--- src/rtl/uart_param_core.sv ---
// uart_param_core: parametrised UART transceiver with loopback and FWFT receive FIFO
//   clock          system clock, rising edge
//   reset_n        asynchronous active-low reset
//   baud_sel       divisor select (0: CLKS_PER_BIT_0, 1: CLKS_PER_BIT_1), latched per frame
//   loopback       1 = receiver listens to the internal tx line
//   tx_start       send request, honoured when tx_busy=0
//   tx_data        payload captured on acceptance
//   tx_busy        transmitter active
//   tx             serial output, idle high
//   rx             serial input, asynchronous
//   rx_data        FIFO head (0 when empty)
//   rx_valid       FIFO not empty
//   rx_rd          pop FIFO head
//   rx_count       FIFO occupancy
//   parity_error   parity result of the last completed frame
//   stop_bit_error stop-bit result of the last completed frame
//   overrun        sticky frame-dropped flag, cleared by an accepted rx_rd
//   baud_rate      one-hot divisor indicator for LEDs
module uart_param_core #(
    parameter int DATA_BITS      = 8,
    parameter int PARITY_EN      = 1,
    parameter int PARITY_ODD     = 0,
    parameter int STOP_BITS      = 1,
    parameter int CLKS_PER_BIT_0 = 5208,
    parameter int CLKS_PER_BIT_1 = 434,
    parameter int FIFO_DEPTH     = 8
) (
    input  logic                          clock,
    input  logic                          reset_n,
    input  logic                          baud_sel,
    input  logic                          loopback,
    input  logic                          tx_start,
    input  logic [DATA_BITS-1:0]          tx_data,
    output logic                          tx_busy,
    output logic                          tx,
    input  logic                          rx,
    output logic [DATA_BITS-1:0]          rx_data,
    output logic                          rx_valid,
    input  logic                          rx_rd,
    output logic [$clog2(FIFO_DEPTH):0]   rx_count,
    output logic                          parity_error,
    output logic                          stop_bit_error,
    output logic                          overrun,
    output logic [1:0]                    baud_rate
);
    localparam int CMAX = (CLKS_PER_BIT_0 > CLKS_PER_BIT_1) ? CLKS_PER_BIT_0 : CLKS_PER_BIT_1;
    localparam int CW   = $clog2(CMAX);
    localparam int AW   = $clog2(FIFO_DEPTH);
    // Divisors are stored as N-1 so the bit counter compares directly against them.
    localparam logic [CW-1:0] L0 = CW'(CLKS_PER_BIT_0 - 1);
    localparam logic [CW-1:0] L1 = CW'(CLKS_PER_BIT_1 - 1);
    localparam logic P_ODD = (PARITY_ODD != 0);
    localparam logic P_EN  = (PARITY_EN != 0);

    typedef enum logic [2:0] {IDLE, START, DATA, PARITY, STOP} state_t;

    assign baud_rate = baud_sel ? 2'b10 : 2'b01;

    state_t               r_tx_st, w_tx_nx;
    logic [CW-1:0]        r_tx_last, r_tx_cnt;
    logic [3:0]           r_tx_idx;
    logic [DATA_BITS-1:0] r_tx_sh;
    logic                 r_tx_par;
    logic                 w_tx_tick;

    assign w_tx_tick = (r_tx_cnt == r_tx_last);

    always_comb begin
        w_tx_nx = r_tx_st;
        case (r_tx_st)
            IDLE:    if (tx_start) w_tx_nx = START;
            START:   if (w_tx_tick) w_tx_nx = DATA;
            DATA:    if (w_tx_tick && r_tx_idx == 4'(DATA_BITS - 1)) w_tx_nx = P_EN ? PARITY : STOP;
            PARITY:  if (w_tx_tick) w_tx_nx = STOP;
            STOP:    if (w_tx_tick && r_tx_idx == 4'(STOP_BITS - 1)) w_tx_nx = IDLE;
            default: w_tx_nx = IDLE;
        endcase
        tx_busy = (r_tx_st != IDLE);
        tx = (r_tx_st == START)  ? 1'b0 :
             (r_tx_st == DATA)   ? r_tx_sh[0] :
             (r_tx_st == PARITY) ? r_tx_par : 1'b1;
    end

    always_ff @(posedge clock or negedge reset_n) begin
        if (!reset_n) begin
            r_tx_st   <= IDLE;
            r_tx_last <= '0;
            r_tx_cnt  <= '0;
            r_tx_idx  <= '0;
            r_tx_sh   <= '0;
            r_tx_par  <= 1'b0;
        end else begin
            r_tx_st <= w_tx_nx;
            if (r_tx_st == IDLE && tx_start) begin
                r_tx_last <= baud_sel ? L1 : L0;
                r_tx_cnt  <= '0;
                r_tx_idx  <= '0;
                r_tx_sh   <= tx_data;
                r_tx_par  <= ^tx_data ^ P_ODD;
            end else if (r_tx_st != IDLE) begin
                r_tx_cnt <= w_tx_tick ? '0 : r_tx_cnt + 1'b1;
                if (w_tx_tick) begin
                    r_tx_idx <= (w_tx_nx != r_tx_st) ? 4'd0 : r_tx_idx + 4'd1;
                    if (r_tx_st == DATA) r_tx_sh <= r_tx_sh >> 1;
                end
            end
        end
    end

    logic r_s1, r_s2, r_prev, r_lb;
    logic w_line;

    // Loopback selection only changes while the receiver is idle.
    assign w_line = r_lb ? tx : rx;

    always_ff @(posedge clock or negedge reset_n) begin
        if (!reset_n) begin
            r_s1   <= 1'b1;
            r_s2   <= 1'b1;
            r_prev <= 1'b1;
            r_lb   <= 1'b0;
        end else begin
            r_s1   <= w_line;
            r_s2   <= r_s1;
            r_prev <= r_s2;
            r_lb   <= (r_rx_st == IDLE) ? loopback : r_lb;
        end
    end

    state_t               r_rx_st, w_rx_nx;
    logic [CW-1:0]        r_rx_last, r_rx_cnt;
    logic [3:0]           r_rx_idx;
    logic [DATA_BITS-1:0] r_rx_sh;
    logic                 r_rx_pbit;
    logic                 w_rx_tick, w_rx_done;

    // START waits half a bit (N/2-1 == (N-1)>>1 for even N), later bits a full bit.
    assign w_rx_tick = (r_rx_st == START) ? (r_rx_cnt == (r_rx_last >> 1)) : (r_rx_cnt == r_rx_last);
    assign w_rx_done = (r_rx_st == STOP) && w_rx_tick;

    always_comb begin
        w_rx_nx = r_rx_st;
        case (r_rx_st)
            IDLE:    if (r_prev && !r_s2) w_rx_nx = START;
            START:   if (w_rx_tick) w_rx_nx = r_s2 ? IDLE : DATA;
            DATA:    if (w_rx_tick && r_rx_idx == 4'(DATA_BITS - 1)) w_rx_nx = P_EN ? PARITY : STOP;
            PARITY:  if (w_rx_tick) w_rx_nx = STOP;
            STOP:    if (w_rx_tick) w_rx_nx = IDLE;
            default: w_rx_nx = IDLE;
        endcase
    end

    always_ff @(posedge clock or negedge reset_n) begin
        if (!reset_n) begin
            r_rx_st        <= IDLE;
            r_rx_last      <= '0;
            r_rx_cnt       <= '0;
            r_rx_idx       <= '0;
            r_rx_sh        <= '0;
            r_rx_pbit      <= 1'b0;
            parity_error   <= 1'b0;
            stop_bit_error <= 1'b0;
        end else begin
            r_rx_st <= w_rx_nx;
            if (r_rx_st == IDLE) begin
                r_rx_last <= baud_sel ? L1 : L0;
                r_rx_cnt  <= '0;
                r_rx_idx  <= '0;
            end else begin
                r_rx_cnt <= w_rx_tick ? '0 : r_rx_cnt + 1'b1;
                if (w_rx_tick) begin
                    r_rx_idx <= (w_rx_nx != r_rx_st) ? 4'd0 : r_rx_idx + 4'd1;
                    if (r_rx_st == DATA) r_rx_sh <= {r_s2, r_rx_sh[DATA_BITS-1:1]};
                    if (r_rx_st == PARITY) r_rx_pbit <= r_s2;
                end
            end
            if (w_rx_done) begin
                parity_error   <= P_EN & (^r_rx_sh ^ r_rx_pbit ^ P_ODD);
                stop_bit_error <= ~r_s2;
            end
        end
    end

    logic [DATA_BITS-1:0] r_mem [FIFO_DEPTH];
    logic [AW-1:0]        r_wp, r_rp;
    logic [AW:0]          r_cnt;
    logic                 w_rd, w_full, w_wr;

    assign w_rd     = rx_rd && (r_cnt != '0);
    assign w_full   = (r_cnt == (AW+1)'(FIFO_DEPTH));
    // A pop in the same cycle frees the slot, so a full FIFO still takes the frame.
    assign w_wr     = w_rx_done && (!w_full || w_rd);
    assign rx_valid = (r_cnt != '0);
    assign rx_count = r_cnt;
    assign rx_data  = rx_valid ? r_mem[r_rp] : '0;

    always_ff @(posedge clock or negedge reset_n) begin
        if (!reset_n) begin
            r_wp    <= '0;
            r_rp    <= '0;
            r_cnt   <= '0;
            overrun <= 1'b0;
        end else begin
            if (w_wr) r_wp <= r_wp + 1'b1;
            if (w_rd) r_rp <= r_rp + 1'b1;
            r_cnt   <= r_cnt + {{AW{1'b0}}, w_wr} - {{AW{1'b0}}, w_rd};
            overrun <= w_rd ? 1'b0 : (w_rx_done && w_full) ? 1'b1 : overrun;
        end
    end

    always_ff @(posedge clock) begin
        if (w_wr) r_mem[r_wp] <= r_rx_sh;
    end
endmodule

--- config.mk ---
export PLATFORM = sky130hd
export DESIGN_NAME = uart_param_core
export DESIGN_NICKNAME = d
export VERILOG_FILES = /design/src/rtl/uart_param_core.sv
export SDC_FILE = /design/constraint.sdc
export NUM_CORES = 1
export LEC_CHECK = 0
export CORE_MARGIN = 2
export CORE_UTILIZATION = 60
export CTS_BUF_LIST = sky130_fd_sc_hd__clkbuf_16
export CTS_CLUSTER_DIAMETER = 60
export DETAILED_ROUTE_END_ITERATION = 10
export PLACE_DENSITY = 0.8
export SLEW_MARGIN = 20
export SYNTH_ARGS = -nofsm -noshare
export SYNTH_HDL_FRONTEND = slang
export SYNTH_SLANG_ARGS = --single-unit
--- constraint.sdc ---
create_clock -name clock -period 4 [get_ports clock]
set_input_delay 0.8 -clock clock [delete_from_list [all_inputs] [get_ports clock]]
set_output_delay 0.8 -clock clock [all_outputs]
set_load 0.03 [all_outputs]
==> out/qor.yml <==
yosys:
  synthTopCellsByArea: "dfrtp_1, edfxtp_1, mux4_2, xnor2_1, mux2_2"
  syn_area_sq_um: 6860
  synthDominantCellAreaShare_pct: 28.5
  async_flop_share_pct: 55.9
  synth_edf_count: 64
  synth_warnings: 0
  syn_nets: 577
  synth_cell_types: 64
  synth.ff_latch_count: 145
  synth_top_area_cell: "dfrtp_1"
  synth_area_per_cell_sq_um: 12.5
  synthFlopType: "dfrtp_1"
  synth_cells: 548
  yosysSeqAreaShare_pct: 57.6
routing:
  routed_wl_microns: 13300
  routed_via_density: 5.93
  drtIter0Drc: 228
  drc: 0
  drt.antenna.violating_nets: 0
  wire_per_inst_microns: 17.9
  dr.pass1.iters: 4
  vias: 4391
grt:
  grt_pass1_vias: 4561
  grt_pass1_wl_microns: 22600
  grt_overflow: 0
  track_usage_pct: 23.3
  grt_antenna_before_repair: 0
  grt_max_degree: 82
worst_setup_path:
  reg2reg_to: "rx_count[2]$_DFF_PN0_"
  cp_slowest_cell: "nor3_4"
  cp_max_fo: 18
  max_stage_delay_ps: 640
  crit_family: "simple AND/OR/NAND/NOR gates"
  worst_ep_arrival_time_ps: 3850
  critical_path_class: "flop to flop"
  start_kind: "flop"
  ff2ff_setup_slack_ps: 460
  crit_buf_inv: 2
  path_depth: 12
  crit_path_cell_trace: "or3b_1 > mux2_1 > a31oi_1 > nor3_4 > and2_1 > nand2_1 > ha_1 > inv_1 > ha_1 > inv_1 > fa_1 > xnor2_1"
  worstPathRequired_ps: 4300
  r2r_cells: 12
  setup.worst_path.end: "rx_count[2]$_DFF_PN0_"
  crit_path_end_kind: "flop"
  rr_startpoint: "r_rx_st[1]$_DFF_PN0_"
  crit_start: "r_rx_st[1]$_DFF_PN0_"
floorplanning:
  dieArea_sq_um: 12300
  rows: 39
  num_io_pins: 35
  die_x_microns: 111
  start_util_pct: 60.9
  die_h_microns: 111
  core_sq_um: 11300
timing:
  tns_ps: 0
  rsz0062_at_grt: "no"
  report.final.slew_viol_count: 0
  fin_crit_ps: 3540
  worst_slew_pin_slew_ps: 748
  fmax_ghz: 0.282
  hold_viol: 0
  finalCritPeriodShare_pct: 88.6
  slew_headroom_pct: 50.1
  fin_hold_ws_ps: 375
  setup_viol: 0
  finClkSkew_ps: 6.46
power:
  power_leakage_nw: 3.16
  p_per_area_nw_per_um2: 627
  irDropWorstVdd_mv: 0.440
cts:
  cts_setup_buffers: 0
  cts_max_level: 4
  tritoncts: "done"
  cts.clk_slew.worst_paths_ps: 60
  clock_latency_ps: 420
  cts.sinks: 145
  cts_buffers: 17
  clockBufferDepth: 2
  cts_resized: 0
  postCtsHoldBufs: 0
  cts-root-buf: "clkbuf_16"
finish:
  drive_gt1_share_pct: 16.2
  final_common_cell: "dfrtp_1"
  area_growth_pct: 15.8
  final_cell_mix: "dfrtp_1, edfxtp_1, nor2_1"
  nNetsFinal: 614
  design_area_sq_um: 7940
  antenna_cells: 0
  fin_cells: 741
worst_hold_path:
  min_path_type: "flop to flop"
run:
  cap_violations: 0
placed_design:
  place_congestion: 0.831
  hpwl_microns: 8710
  place.port_buffers: 34
  post_dp_cell_area_sq_um: 7340
  dp_cells: 709
run_status:
  outcome: "completed"
[state kept, by name, summed over array words and instances (netlist names), 4 cells and up]
name and cells:
r_tx_idx 4, rx_count 4, r_tx_cnt 13, r_mem 64
r_tx_sh 8, r_rx_sh 8, r_rx_idx 4, r_rx_cnt 13
[area by class of cell]
cell class	count	area [sq um]
flip-flops and latches	145	3950
clock buffers	17	425
inverters	21	78.8
clock inverters	15	171
fillers	775	3330
repair buffers	44	417
multi-input cells	356	2720
well taps	143	179
[stage by stage]
step	utilization (%)	setup slack (ps)	power [mW]
2_1_floorplan	-	687	3.02
3_3_place_gp	65.1	672	3.32
3_5_place_dp	65.1	480	3.41
4_1_cts	70.4	455	5.01
5_1_grt	70.5	212	5.25
6_report	70.5	457	4.98
[synthesized netlist by cell type, types with 4 or more instances]
| cell | number |
|---|---|
| o21ai_0 | 15 |
| nor3b_1 | 5 |
| nor4_1 | 5 |
| or2_2 | 5 |
| xor2_1 | 19 |
| nand4_1 | 8 |
| xnor2_1 | 26 |
| and2_1 | 5 |
| nand2b_1 | 6 |
| or3_1 | 5 |
| mux4_2 | 16 |
| mux2_2 | 17 |
| mux2i_1 | 16 |
| buf_2 | 8 |
| nor2b_1 | 4 |
| inv_1 | 21 |
| nand3_1 | 23 |
| nand2_1 | 34 |
| nor2_1 | 41 |
| ha_1 | 13 |
| and3_1 | 7 |
| edfxtp_1 | 64 |
| clkbuf_1 | 14 |
| dfrtp_1 | 78 |
| nor3_1 | 21 |
| a21oi_1 | 15 |
[kinds of logic after synthesis]
| kind of cell | Yosys count | share of synthesized area (%) |
|---|---|---|
| multiplexers | 50 | 10.5 |
| adder cells (fa/ha/maj) | 14 | 2.66 |
| AO/OA/AOI/OAI | 59 | 5.85 |
| flip-flops | 145 | 57.6 |
| buffers and inverters | 47 | 2.77 |
| AND/OR/NAND/NOR | 188 | 14.8 |
| XOR/XNOR | 45 | 5.75 |
[power breakdown]
| part | switching [mW] | internal (mW) |
|---|---|---|
| clock network | 0.656 | 0.936 |
| registers | 0.332 | 1.78 |
| logic | 0.665 | 0.615 |
| total | 1.65 | 3.33 |
[how the worst min path moves through the flow]
stage	start	end	slack [ps]	cells after the start
finish	r_s1$_DFF_PN1_	r_s2$_DFF_PN1_	370	0
global route	r_s1$_DFF_PN1_	r_s2$_DFF_PN1_	370	0
CTS	r_s1$_DFF_PN1_	r_s2$_DFF_PN1_	370	0
detailed placement	r_s1$_DFF_PN1_	r_s2$_DFF_PN1_	360	0
global placement	r_s1$_DFF_PN1_	r_s2$_DFF_PN1_	360	0
floorplan	r_s1$_DFF_PN1_	r_s2$_DFF_PN1_	350	0
[layer usage]
metal / track usage (%) / wire, microns / up-vias
met4: 9.33 / 238 / 0
li1: - / - / 2073
met1: 29.2 / 5720 / 2206
met3: 5.19 / 494 / 22
met2: 39.7 / 6850 / 90
met5: 0 / 0 / -
Power figures use the tool's default switching activity.
